===== config.mk =====
export PLATFORM = sky130hd
export DESIGN_NAME = axilite_m_arb
export DESIGN_NICKNAME = d
export VERILOG_FILES = /design/src/rtl/axilite_arb_pkg.sv /design/src/rtl/rr_arb2.sv /design/src/rtl/axilite_m_arb.sv
export SDC_FILE = /design/constraint.sdc
export NUM_CORES = 1
export LEC_CHECK = 0
export ABC_AREA = 1
export ABC_CLOCK_PERIOD_IN_PS = 2170
export BUFFER_PORTS_ARGS = -buffer_cell sky130_fd_sc_hd__buf_4
export CORE_UTILIZATION = 35
export DETAILED_ROUTE_END_ITERATION = 8
export GPL_ROUTABILITY_DRIVEN = 0
export SYNTH_ARGS = -nofsm -noshare
export SYNTH_HDL_FRONTEND = slang
export SYNTH_SLANG_ARGS = --single-unit

===== constraint.sdc =====
create_clock -name m_axi_aclk -period 2.17 [get_ports m_axi_aclk]
set_input_delay 0.1085 -clock m_axi_aclk [delete_from_list [all_inputs] [get_ports m_axi_aclk]]
set_output_delay 0.1085 -clock m_axi_aclk [all_outputs]
set_load 0.02 [all_outputs]

===== src/rtl/axilite_arb_pkg.sv =====
// Shared types and constants for the two-requester AXI-Lite command arbiter.
// The state enum is also exported on the top's debug port.
package axilite_arb_pkg;

    typedef enum logic [1:0] {
        ST_IDLE = 2'd0,
        ST_BUSY = 2'd1,
        ST_RESP = 2'd2
    } arb_state_e;

    localparam logic [1:0] RESP_OKAY   = 2'b00;
    localparam logic [1:0] RESP_SLVERR = 2'b10;

endpackage


===== src/rtl/rr_arb2.sv =====
// Two-way round-robin grant with a last-grant pointer.
// The pointer only moves when the caller commits the grant (i_take).
module rr_arb2 (
    input  logic       i_clk,
    input  logic       i_rst_n,
    input  logic [1:0] i_req,
    input  logic       i_take,
    output logic       o_grant
);

    logic r_last;

    // Contention goes to whoever was not served last; otherwise the lone requester wins.
    always_comb begin
        if (i_req == 2'b11) begin
            o_grant = ~r_last;
        end else begin
            o_grant = i_req[1];
        end
    end

    always_ff @(posedge i_clk) begin
        if (!i_rst_n) begin
            r_last <= 1'b1;
        end else if (i_take) begin
            r_last <= o_grant;
        end
    end

endmodule


===== src/rtl/axilite_m_arb.sv =====
// Arbitrates two command requesters onto a single axilite_m command port and
// routes completion status (data, response, timeout) back to the winner.
module axilite_m_arb
    import axilite_arb_pkg::*;
#(
    parameter int ADDR_W = 32,
    parameter int DATA_W = 32
) (
    input  logic              m_axi_aclk,
    input  logic              m_axi_aresetn,

    input  logic              req0_valid,
    input  logic              req0_wr,
    input  logic [ADDR_W-1:0] req0_addr,
    input  logic [DATA_W-1:0] req0_wdata,
    output logic              req0_done,
    output logic [DATA_W-1:0] req0_rdata,
    output logic [1:0]        req0_resp,
    output logic              req0_timeout,

    input  logic              req1_valid,
    input  logic              req1_wr,
    input  logic [ADDR_W-1:0] req1_addr,
    input  logic [DATA_W-1:0] req1_wdata,
    output logic              req1_done,
    output logic [DATA_W-1:0] req1_rdata,
    output logic [1:0]        req1_resp,
    output logic              req1_timeout,

    output logic              mst_new_tx,
    output logic              mst_wr,
    output logic [ADDR_W-1:0] mst_waddr,
    output logic [ADDR_W-1:0] mst_raddr,
    output logic [DATA_W-1:0] mst_din,
    input  logic [DATA_W-1:0] mst_dout,
    input  logic              mst_wr_timeout,
    input  logic              mst_rd_timeout,

    input  logic              m_axi_bvalid,
    input  logic              m_axi_bready,
    input  logic [1:0]        m_axi_bresp,
    input  logic              m_axi_rvalid,
    input  logic              m_axi_rready,
    input  logic [1:0]        m_axi_rresp,

    output arb_state_e        o_dbg_state
);

    // Handshake: reqN_valid is a level request sampled only in IDLE; once taken the
    // command runs to completion regardless of reqN_valid and ends with one reqN_done pulse.

    arb_state_e        r_state;
    arb_state_e        w_state_nxt;

    logic              r_sel;
    logic              r_wr;
    logic [ADDR_W-1:0] r_addr;
    logic [DATA_W-1:0] r_wdata;

    logic [DATA_W-1:0] r_rdata0;
    logic [DATA_W-1:0] r_rdata1;
    logic [1:0]        r_resp0;
    logic [1:0]        r_resp1;
    logic              r_to0;
    logic              r_to1;

    logic              w_grant;
    logic              w_take;
    logic              w_cmpl;
    logic [DATA_W-1:0] w_rdata;
    logic [1:0]        w_resp;
    logic              w_to;
    logic              w_busy;
    logic              w_in_resp;

    assign w_take = (r_state == ST_IDLE) && (req0_valid || req1_valid);

    rr_arb2 u_rr_arb2 (
        .i_clk   (m_axi_aclk),
        .i_rst_n (m_axi_aresetn),
        .i_req   ({req1_valid, req0_valid}),
        .i_take  (w_take),
        .o_grant (w_grant)
    );

    always_ff @(posedge m_axi_aclk) begin
        if (!m_axi_aresetn) begin
            r_state <= ST_IDLE;
        end else begin
            r_state <= w_state_nxt;
        end
    end

    // Handshake is checked before timeout so a late-but-valid response wins.
    always_comb begin
        w_state_nxt = r_state;
        w_cmpl      = 1'b0;
        w_rdata     = '0;
        w_resp      = RESP_OKAY;
        w_to        = 1'b0;
        case (r_state)
            ST_IDLE: begin
                if (w_take) begin
                    w_state_nxt = ST_BUSY;
                end
            end
            ST_BUSY: begin
                if (r_wr) begin
                    if (m_axi_bvalid && m_axi_bready) begin
                        w_cmpl = 1'b1;
                        w_resp = m_axi_bresp;
                    end else if (mst_wr_timeout) begin
                        w_cmpl = 1'b1;
                        w_resp = RESP_SLVERR;
                        w_to   = 1'b1;
                    end
                end else begin
                    if (m_axi_rvalid && m_axi_rready) begin
                        w_cmpl  = 1'b1;
                        w_rdata = mst_dout;
                        w_resp  = m_axi_rresp;
                    end else if (mst_rd_timeout) begin
                        w_cmpl = 1'b1;
                        w_resp = RESP_SLVERR;
                        w_to   = 1'b1;
                    end
                end
                if (w_cmpl) begin
                    w_state_nxt = ST_RESP;
                end
            end
            ST_RESP: w_state_nxt = ST_IDLE;
            default: w_state_nxt = ST_IDLE;
        endcase
    end

    always_ff @(posedge m_axi_aclk) begin
        if (!m_axi_aresetn) begin
            r_sel    <= 1'b0;
            r_wr     <= 1'b0;
            r_addr   <= '0;
            r_wdata  <= '0;
            r_rdata0 <= '0;
            r_rdata1 <= '0;
            r_resp0  <= RESP_OKAY;
            r_resp1  <= RESP_OKAY;
            r_to0    <= 1'b0;
            r_to1    <= 1'b0;
        end else begin
            if (w_take) begin
                r_sel   <= w_grant;
                r_wr    <= w_grant ? req1_wr    : req0_wr;
                r_addr  <= w_grant ? req1_addr  : req0_addr;
                r_wdata <= w_grant ? req1_wdata : req0_wdata;
            end
            if (w_cmpl) begin
                if (r_sel) begin
                    r_rdata1 <= w_rdata;
                    r_resp1  <= w_resp;
                    r_to1    <= w_to;
                end else begin
                    r_rdata0 <= w_rdata;
                    r_resp0  <= w_resp;
                    r_to0    <= w_to;
                end
            end
        end
    end

    assign w_busy    = (r_state == ST_BUSY);
    assign w_in_resp = (r_state == ST_RESP);

    assign mst_new_tx = w_busy;
    assign mst_wr     = w_busy && r_wr;
    assign mst_waddr  = (w_busy && r_wr)  ? r_addr : '0;
    assign mst_raddr  = (w_busy && !r_wr) ? r_addr : '0;
    assign mst_din    = w_busy ? r_wdata : '0;

    assign req0_done    = w_in_resp && !r_sel;
    assign req1_done    = w_in_resp && r_sel;
    assign req0_rdata   = r_rdata0;
    assign req0_resp    = r_resp0;
    assign req0_timeout = r_to0;
    assign req1_rdata   = r_rdata1;
    assign req1_resp    = r_resp1;
    assign req1_timeout = r_to1;

    assign o_dbg_state = r_state;

endmodule

# After elaboration in Yosys (flattened, before gate mapping)
# Index checks and enable logic that the tools add are counted.
# classes
n_eq_ne	5
muxes	30
bitwise	2
reduce_logical	14
# ops
operator	count
two-way mux 32 bit	8
two-way mux 2 bit	8
two-way mux 1 bit	13
logical AND 1 bit	7
AND reduction 2 bit	3
equality test 2 bit, second input constant	2
inequality test 2 x 1 -> 1 bit, second input constant	2
one-hot mux 2 bit (2 select lines)	1
equality test 2 x 1 -> 1 bit, second input constant	1
zero test 1 bit	2
zero test 2 bit	1
inverter 1 bit	2
logical OR 1 bit	1
# totals
reg_bits	139
in_bits	176
output_inout_bits	172
word_cells	63

# Longest topological paths before layout
# Gate-level depths: netlist of the first run.
# logic_depth
depth_word	6
ltp_mapped	8
mapped_depth_nobuf	8

# Hierarchy
# A second synthesis of the first run with hierarchy kept.
# hier_totals
hier_cells	1169
area_unflattened_um2	7016.7
# by_module_without_submodules
module	instances	cells_per_inst	area_each_um2	seq_area_each_um2
axilite_m_arb	1	1161	6965.4	2762.6
rr_arb2	1	8	51.3	20.0

# Worst setup path after synthesis of the first run
# Ideal clock, no wire load.
# synth_timing
path_kind	reg2out
from	register r_state[0], in the netlist o_dbg_state[0]
to	output port mst_waddr[10]
t_arrival_ps	1692
required_time_ps	2061
slack_ps	369
path_stages_with_launch	6
n_path_buf	1
path_cell_list	dfxtp_1 > nand2_1 > nor2_1 > inv_2 > clkbuf_1 > nor2_1
# synth_via
elab_chain_len	3
# synth_lines
item	line_no	rtl
start: declaration	axilite_m_arb.sv:52	arb_state_e r_state;
start signal: assignment	axilite_m_arb.sv:90	r_state <= w_state_nxt;
equality test 2 x 1 -> 1 bit	axilite_m_arb.sv:170	assign w_busy = (r_state == ST_BUSY);
logical AND 1 bit	n/a	
named net mst_wr	axilite_m_arb.sv:31	output logic mst_wr,
two-way mux 32 bit	axilite_m_arb.sv:175	assign mst_waddr = (w_busy && r_wr) ? r_addr : '0;
end: declaration	axilite_m_arb.sv:32	output logic [ADDR_W-1:0] mst_waddr,
# The timed path passes the listed nets, and every way through them passes these cells.

# Worst setup path in the final report of the first run
# layout_timing
from	register r_state[0], in the netlist o_dbg_state[0]
to	register r_addr[31]
# layout_via
elab_chain_len	2
# layout_lines
item	line_no	rtl
zero test 2 bit	axilite_m_arb.sv:76	assign w_take = (r_state == ST_IDLE) && (req0_valid || req1_valid);
logical AND 1 bit	axilite_m_arb.sv:76	
end signal: assignment	axilite_m_arb.sv:153	r_addr <= w_grant ? req1_addr : req0_addr;
end: declaration	axilite_m_arb.sv:57	logic [ADDR_W-1:0] r_addr;
# No other way between the ends.
# A chain may end at the register's enable or synchronous reset.

==> run_results.csv, run 1 <==
group,metric,value,unit
run_status,status,"finished clean",
detailed_routing,drc_errors,0,
timing,slew_viol_final,0,
timing,holdWs,0.0671,ns
synthesis,synth_top_cells_by_area,"dfxtp_1 41%, nand2_1 18%, nor2_1 15%",
detailed_routing,wl_per_cell,14.2,microns
place,dp_hpwl,16600,microns
timing,fin_crit_sh,93.3,%
timing,rsz0062_at_grt,"no",
power_and_ir_drop,power_density,705,nW/um^2
floorplanning,start_util,35.8,%
cts,clock_path_buffers,2,
floorplanning,die_w,140,microns
cts,cts.sink_count,139,
synthesis,seq_area_frac_synth,41.5,%
floorplanning,die-area,19700,sq um
critical_path,crit_fanout,66,
synthesis,ys_warn_count,0,
timing,hold_viol_final,0,
timing,min_period,2.02,ns
global_route,track_usage,25.2,%
critical_path,crit_arrival,2.32,ns
critical_path,start_kind,"register",
worst_hold_path,hold_path.class,"input pin to register",
synthesis,synth_top_cell_by_area,"dfxtp_1",
cts,cts_htree_levels,4,
power_and_ir_drop,ir_worst_vdd,0.601,mV
cts,cts_buffers,17,
critical_path,end_kind,"register",
floorplanning,io-pin-count,348,
synthesis,synth.ff_latch_count,139,
critical_path,crit_required,2.47,ns
detailed_routing,viasPerCell,4.57,
floorplanning,rows,50,
critical_path,worstSetupPathType,"register to register",
detailed_routing,finalWirelength,25300,microns
run,maxCapViolations,0,
global_route,grt_remaining_overflow,0,
place,placed_cells,1619,
timing,skew,0.0115,ns
global_route,grt_pass1_wl,39200,microns
cts,post_cts_buffers,0,
synthesis,synth_top_area_share,41.5,%
timing,finalSetupViolCount,0,
cts,cts-root-buf,"clkbuf_16",
place,portBuffers,347,
detailed_routing,drtAntennaViolNets,0,
synthesis,syn_nets,1273,
layout,final_cells,1784,
timing,slew_headroom,50.7,%
global_route,first_global_vias,7832,
detailed_routing,drt_iter0_drc,359,
floorplanning,core_area,18800,sq um
synthesis,postSynthCellCount,1097,
cts,clock_latency,0.42,ns
detailed_routing,vias,8159,
timing,max_freq,494,MHz
global_route,antenna_found_initial,3,
cts,cts_tree,"built",
synthesis,ys_types,19,
timing,tns,0,ns
synthesis,syn_area,6710,sq um
cts,clkTransAtPathRegs,0.06,ns
floorplanning,die_y,140,microns
layout,drive_gt1_share,25.9,%
layout,fin_nets,1711,
synthesis,postSynthAreaPerCell,6.12,sq um
power_and_ir_drop,p_leak,5.98,nW
timing,worstMarginPinSlew,0.739,ns
global_route,grt_max_degree,133,
detailed_routing,first_pass_iters,5,
layout,syn_to_final_growth,70.2,%
## synth_stat cells, drive strengths merged
cell	count
nor2	269
nand3	13
clkbuf	42
nand2	317
a21oi	4
dfxtp	139
a31oi	65
nor3	2
buf	29
nand4	2
and2	3
inv	146
o21ai	66
## what timing repair did
action | 4_1_cts | 5_1_grt
hold endpoints to repair | 65 | 0
setup endpoints to repair | 0 | 42
resized for setup | 0 | 2
hold buffers | 130 | 0
## cells by family after synthesis
logic type	Yosys count	synth area share, %
flip-flops	139	41.5
buffers and inverters	217	12.6
AND/OR/NAND/NOR	606	34.6
AO/OA/AOI/OAI	135	11.3
## where the power goes
part           switching, W  total (W)  internal [W]
Combinational       0.00115    0.00215      0.000999
Clock               0.00113    0.00295       0.00182
Sequential         0.000134    0.00294       0.00281
## worst max-delay path: stages, from the launching register on
cell and delay, ns:
dfxtp_1 0.35, inv_2 0.09, nand2_1 0.10, nor2_4 0.14, buf_6 0.45, a31oi_1 0.15, dlygate4sd3_1 0.60
## per-layer routing
layer,wire [microns],global-route usage (%),vias to the layer above
met2,12400,43.7,286
met3,1670,6.50,51
li1,-,-,4204
met1,10400,28.8,3618
met5,0,0,-
met4,777,12.6,0
## flip-flops by register name, summed over array words and instances, names as in the netlist, 2 cells and up
| register | cells |
|---|---|
| r_addr | 32 |
| r_wdata | 32 |
| req0_rdata | 32 |
| req1_rdata | 32 |
| o_dbg_state | 2 |
| req0_resp | 2 |
| req1_resp | 2 |
## path summary, 6_finish.rpt
check / start / endpoint / slack (ns) / cells past startpoint
worst min register to register: u_rr_arb2.r_last / u_rr_arb2.r_last / 0.47 / 2
worst min-delay path: mst_dout[11] / req1_rdata[11] / 0.07 / 5
worst max-delay path: o_dbg_state[0] / r_addr[31] / 0.15 / 6
worst max register to register: o_dbg_state[0] / r_addr[31] / 0.15 / 6
## through the flow
stage                     total power, W  cell area (sq um)  setup WS [ns]  util, %
after global routing             0.00848              11400         0.0145     60.9
after CTS                        0.00808              11400          0.140     60.7
after floorplan                  0.00401               6710          0.369        -
final                            0.00805              11400          0.146     60.9
after detailed placement         0.00479               9510          0.557     50.7
after global placement           0.00479               9510          0.601     50.7
## placed cells by master (no fill, tap or decap), types with 2 or more instances in the layout
cell           count
dlygate4sd3_1    130
bufinv_16          3
and2_1             3
a21oi_1            4
nand3_1           13
dfxtp_1          139
buf_12             7
inv_1            141
nor2_4             2
clkinv_2           4
clkbuf_16         18
nor3_1             2
diode_2            3
a31oi_1           65
buf_4            351
inv_2              5
nand2_1          316
clkinvlp_4         4
nor2_1           266
o21ai_0           66
## final cells by class
class                           instances  area [sq um]
Timing Repair Buffer                  490          4110
Clock inverter                         12           149
Clock buffer                           19           443
Antenna cell                            3          7.51
Sequential cell                       139          2780
Tap cell                              234           293
Multi-Input combinational cell        741          3090
Inverter                              146           548
Fill cell                            1795          7340
Power figures use the tool's default switching activity.
==> run 2: changes to the inputs <==
Settings changed: ABC_AREA 1 to not set, PLACE_DENSITY set to 0.65.
==> run_results.csv, run 2 <==
group,metric,value,unit
run_status,status,"finished clean",
synthesis,yosysMostFrequentCell,"nand2_1",
timing,holdWs,0.104,ns
synthesis,async_reset_ff_share,0,%
detailed_routing,wl_per_cell,16.0,microns
synthesis,synth_top_cell_by_area,"dfxtp_1",
cts,post_cts_buffers,0,
synthesis,synth_mux_area_share,0,%
detailed_routing,drtAntennaViolNets,0,
run,maxCapViolations,0,
synthesis,synth.ff_latch_count,139,
timing,hold_viol_final,0,
critical_path,worstPathCellList,"buf_4, nor3_4, clkbuf_16, o21ai_0, a31oi_1, dlygate4sd3_1",
synthesis,postSynthCellCount,818,
power_and_ir_drop,ir_worst_vdd,0.541,mV
global_route,antenna_found_initial,1,
detailed_routing,vias,7565,
floorplanning,die_w,137,microns
timing,fin_crit_sh,96.7,%
layout,design_area,11200,sq um
synthesis,ys_warn_count,0,
timing,slew_viol_final,0,
synthesis,synth_edf_count,0,
cts,cts-root-buf,"clkbuf_16",
cts,cts_buffers,17,
worst_hold_path,hold_path.class,"input pin to register",
synthesis,syn_nets,994,
critical_path,crit_arrival,2.46,ns
critical_path,crit_required,2.53,ns
synthesis,yosys.area_share.xor_xnor,0,%
floorplanning,rows,48,
synthesis,seq_area_frac_synth,43.9,%
layout,final_cell_mix,"356 x buf_4, 206 x nand2_1, 162 x dlygate4sd3_1",
critical_path,rrSetupSlack,0.07,ns
synthesis,synthAdderAreaFrac,0,%
synthesis,synth_compound_area_share,19.7,%
cts,clock_latency,0.42,ns
cts,cts_htree_levels,4,
worst_hold_path,min_path_cells,2,
detailed_routing,drt_iter0_drc,358,
critical_path,cpMaxStageDelayCell,"dlygate4sd3_1",
synthesis,dominantRegCellSynth,"dfxtp_1",
detailed_routing,finalWirelength,24300,microns
timing,min_period,2.10,ns
cts,cts_tree,"built",
timing,skew,0.00854,ns
critical_path,reg2reg_from,"o_dbg_state[1]",
place,portBuffers,347,
synthesis,synth_top_cells_by_area,"dfxtp_1 44%, nand2_1 12%, and2_1 6.5%",
synthesis,synth_top_family_by_area,"simple AND/OR/NAND/NOR gates",
worst_hold_path,hold_path_end,"u_rr_arb2.r_last",
power_and_ir_drop,p_leak,5.24,nW
critical_path,start_kind,"register",
critical_path,r2r.worst_path.cells,6,
cts,clock_path_buffers,2,
detailed_routing,drc_errors,0,
global_route,grt_pass1_wl,36900,microns
critical_path,slowest_delay,0.56,ns
global_route,first_global_vias,7212,
critical_path,cpLargestDelayFamily,"buffers and inverters",
layout,final_common_cell,"buf_4",
synthesis,synthSimpleGateAreaFrac,29.1,%
floorplanning,start_util,36.2,%
detailed_routing,viasPerCell,4.97,
critical_path,cp-startpoint,"o_dbg_state[1]",
critical_path,crit_fanout,102,
cts,clkTransAtPathRegs,0.07,ns
global_route,track_usage,25.6,%
synthesis,synth_top_area_share,43.9,%
cts,cts.sink_count,139,
timing,slew_headroom,64.1,%
timing,worstMarginPinSlew,0.537,ns
synthesis,postSynthAreaPerCell,7.74,sq um
layout,syn_to_final_growth,77.0,%
place,dp_hpwl,15700,microns
critical_path,worstSetupPathType,"register to register",
synthesis,synth_common_cells,"207 x nand2_1, 139 x dfxtp_1, 79 x o21ai_0",
place,dpl-instance-area,9000,sq um
detailed_routing,first_pass_iters,5,
critical_path,reg2reg_to,"r_wdata[2]",
floorplanning,io-pin-count,348,
floorplanning,die_y,137,microns
layout,drive_gt1_share,32.6,%
floorplanning,core_area,17500,sq um
synthesis,syn_area,6330,sq um
global_route,grt_remaining_overflow,0,
synthesis,ys_types,37,
global_route,grt_max_degree,103,
critical_path,end_kind,"register",
worst_hold_path,worstHoldStart,"m_axi_aresetn",
power_and_ir_drop,power_density,661,nW/um^2
critical_path,worst-path-buf-inv,3,
timing,max_freq,476,MHz
layout,fin_nets,1461,
layout,num_antenna_cells,0,
floorplanning,die-area,18600,sq um
timing,finalSetupViolCount,0,
## run 2: changes by cell type in the layout (fill, tap and decap cells not counted), moves of 5 or more
| cell | change |
|---|---|
| o21ai_0 | +12 |
| o21ai_2 | +19 |
| o21ai_1 | +35 |
| dlygate4sd3_1 | +32 |
| inv_2 | -5 |
| nand2_1 | -110 |
| inv_1 | -140 |
| and3_1 | +32 |
| buf_4 | +5 |
| and2_1 | +62 |
| nand3_1 | +53 |
| nor2_1 | -261 |
## run 2: routing by layer
metal  global-route usage [%]  part of all wire (%)  vias to the layer above
met4                     11.7                   3.1                        2
li1                         -                     -                     3740
met2                     43.2                    48                      298
met1                     28.7                    40                     3479
met5                        0                 0.078                        -
met3                     9.07                   9.3                       46
## run 2: repair_timing
action	in CTS	in global routing
hold buffers	162	0
endpoints found under the setup margin	0	67
gates resized for setup	0	3
endpoints found under the hold margin	129	0
## run 2: per-stage QoR
stage               TNS [ns]  cells  setup slack, ns  power [W]  util (%)
detailed placement         0   1329            0.498    0.00418      51.5
global route         -0.0157   1523          -0.0117    0.00777      64.1
CTS                        0   1523           0.0404    0.00743      64.1
floorplan                  0    818            0.575    0.00357         -
global placement           0   1329            0.538    0.00417      51.5
finish                     0   1523           0.0711    0.00741      64.1
## run 2: final cells by class
type / instances / area, sq um
timing repair buffer: 526 / 4450
inverter: 1 / 3.75
sequential: 139 / 2780
fill: 1481 / 6270
tap: 225 / 282
clock buffer: 17 / 425
clock inverter: 15 / 158
multi-input combinational: 600 / 3110
## run 2: logic make-up (layout without fill, tap and decap cells)
| family | after synthesis | count (layout) |
|---|---|---|
| and+or+nand+nor | 389 | 389 |
| AOI/OAI and AO/OA | 211 | 211 |
| DFF | 139 | 139 |
| buffers and inverters | 79 | 559 |
## run 2: worst max-delay path by stage
| stage | endpoint | slack [ns] | cells after the start |
|---|---|---|---|
| finish | r_wdata[2] | 0.07 | 6 |
| global route | r_wdata[2] | -0.01 | 6 |
| CTS | mst_waddr[31] | 0.04 | 4 |
| detailed placement | mst_waddr[31] | 0.50 | 4 |
| global placement | mst_waddr[24] | 0.54 | 4 |
| floorplan | mst_waddr[25] | 0.57 | 4 |
## run 2: power breakdown
part	leakage, nW	internal [W]	total (W)	switching (W)
Combinational	3.83	0.000865	0.00167	0.000804
Clock	0.274	0.00162	0.00289	0.00127
Sequential	1.14	0.00273	0.00285	0.000123
Total	5.24	0.00522	0.00741	0.00220
==> run 3: changes to the inputs <==
Settings changed: SETUP_SLACK_MARGIN set to 0.3.
==> run_results.csv, run 3 (synthesis results as in run 2) <==
group,metric,value,unit
floorplanning,io-pin-count,348,
floorplanning,rows,48,
cts,clock_path_buffers,2,
layout,final_common_cell,"buf_4",
power_and_ir_drop,p_seq_share,38.7,%
global_route,grt_pass1_wl,37300,microns
power_and_ir_drop,ir_worst_vdd,0.536,mV
timing,slew_viol_final,0,
power_and_ir_drop,p_leak,5.17,nW
timing,skew,0.00948,ns
timing,hold_viol_final,0,
critical_path,worstPathCellList,"and2b_2, buf_12, and3_1, buf_4",
power_and_ir_drop,p_comb_share,22.0,%
power_and_ir_drop,clock_power_share,39.3,%
timing,tns,0,ns
detailed_routing,topRoutingLayerUsed,"met5",
detailed_routing,drtAntennaViolNets,0,
global_route,grt_remaining_overflow,0,
cts,cts_htree_levels,4,
power_and_ir_drop,p_total,0.00737,W
critical_path,end_kind,"primary output",
layout,design_area,11300,sq um
layout,fillers,1444,
global_route,first_global_vias,7333,
timing,holdWs,0.104,ns
run,maxCapViolations,0,
place,portBuffers,347,
timing,max_freq,562,MHz
detailed_routing,vias,7681,
detailed_routing,wl_met2,12300,microns
floorplanning,core_area,17500,sq um
floorplanning,die_y,137,microns
critical_path,cpMaxStageDelayCell,"dfxtp_2",
detailed_routing,drc_errors,0,
global_route,antenna_found_initial,2,
detailed_routing,wl_per_cell,16.6,microns
critical_path,crit_fanout,34,
global_route,track_usage,25.8,%
layout,syn_to_final_growth,78.5,%
cts,clock_latency,0.42,ns
floorplanning,die_w,137,microns
timing,rsz0062_at_grt,"no",
place,placed_cells,1329,
global_route,grt_max_degree,103,
critical_path,start_kind,"register",
layout,final_cells,1529,
detailed_routing,first_pass_iters,5,
cts,cts.sink_count,139,
critical_path,crit_arrival,1.67,ns
power_and_ir_drop,p_sw,0.00222,W
power_and_ir_drop,p_int,0.00514,W
cts,cts_buffers,17,
floorplanning,die-area,18600,sq um
timing,finalSetupViolCount,0,
timing,min_period,1.78,ns
critical_path,slowest_delay,0.41,ns
critical_path,crit_required,2.06,ns
detailed_routing,drt-met1-wl,10200,microns
place,dp_hpwl,15700,microns
detailed_routing,finalWirelength,25400,microns
layout,final_cell_mix,"357 x buf_4, 206 x nand2_1, 162 x dlygate4sd3_1",
floorplanning,start_util,36.2,%
detailed_routing,drt_iter0_drc,353,
power_and_ir_drop,power_density,652,nW/um^2
timing,worstMarginPinSlew,0.531,ns
timing,slew_headroom,64.5,%
power_and_ir_drop,switching_share,30.2,%
critical_path,worstSetupPathType,"register to primary output",
run_status,status,"finished clean",
detailed_routing,viasPerCell,5.02,
place,dpl-instance-area,9000,sq um
worst_hold_path,hold_path.class,"input pin to register",
cts,clkTransAtPathRegs,0.07,ns
cts,cts_tree,"built",
detailed_routing,wl_met3,2320,microns
layout,drive_gt1_share,32.9,%
cts,cts-root-buf,"clkbuf_16",
timing,fin_crit_sh,82.1,%
layout,fin_nets,1465,
==> run 3: final timing paths <==
path,depth (start not counted),endpoint,startpoint,slack (ns)
worst min-delay path,3,o_dbg_state[1],mst_wr_timeout,0.10
worst max-delay path,4,mst_waddr[0],o_dbg_state[0],0.39
worst max register to register,7,req1_rdata[18],o_dbg_state[1],0.52
worst min register to register,2,req0_rdata[12],req0_rdata[12],0.45
==> run 3: final cells by class <==
cell class	instances	area, sq um	share of cell area (%)
clock inverter	15	158	1.40
timing repair buffer	530	4530	40.1
tap	225	282	2.49
sequential	139	2780	24.6
inverter	1	3.75	0.0332
multi-input combinational	600	3110	27.5
clock buffer	17	425	3.76
antenna	2	5.00	0.0443
==> run 3: critical path, delay by kind of cell, from the launching register on <==
family        cells  cell delay [ns]
flops             1             0.41
simple gates      2             0.48
buf+inv           2             0.37
==> run 3: power groups by stage <==
stage	clock network [W]	registers [W]	logic (W)
2_1_floorplan	0	0.00286	0.000709
3_3_place_gp	0	0.00290	0.00127
3_5_place_dp	0	0.00290	0.00128
4_1_cts	0.00294	0.00284	0.00154
5_1_grt	0.00308	0.00287	0.00175
6_report	0.00290	0.00285	0.00162
==> run 3: routing by layer <==
| metal | track usage, % | up-vias |
|---|---|---|
| li1 | - | 3754 |
| met1 | 30.1 | 3533 |
| met2 | 44.0 | 344 |
| met3 | 8.37 | 48 |
| met4 | 9.32 | 2 |
| met5 | 0 | - |
==> run 3: repair_timing <==
action | 4_1_cts | 5_1_grt
endpoints found under the hold margin | 129 | 0
pin swaps | 0 | 1
gates cloned | 0 | 2
gates resized for setup | 5 | 3
buffers inserted | 0 | 2
hold buffers | 162 | 0
setup endpoints to repair | 98 | 35
==> run 3: stage by stage <==
stage / utilization, % / worst slack (ns)
6_report: 64.7 / 0.389
5_1_grt: 64.6 / 0.304
4_1_cts: 64.2 / 0.323
3_5_place_dp: 51.5 / 0.498
3_3_place_gp: 51.5 / 0.538
2_1_floorplan: - / 0.575
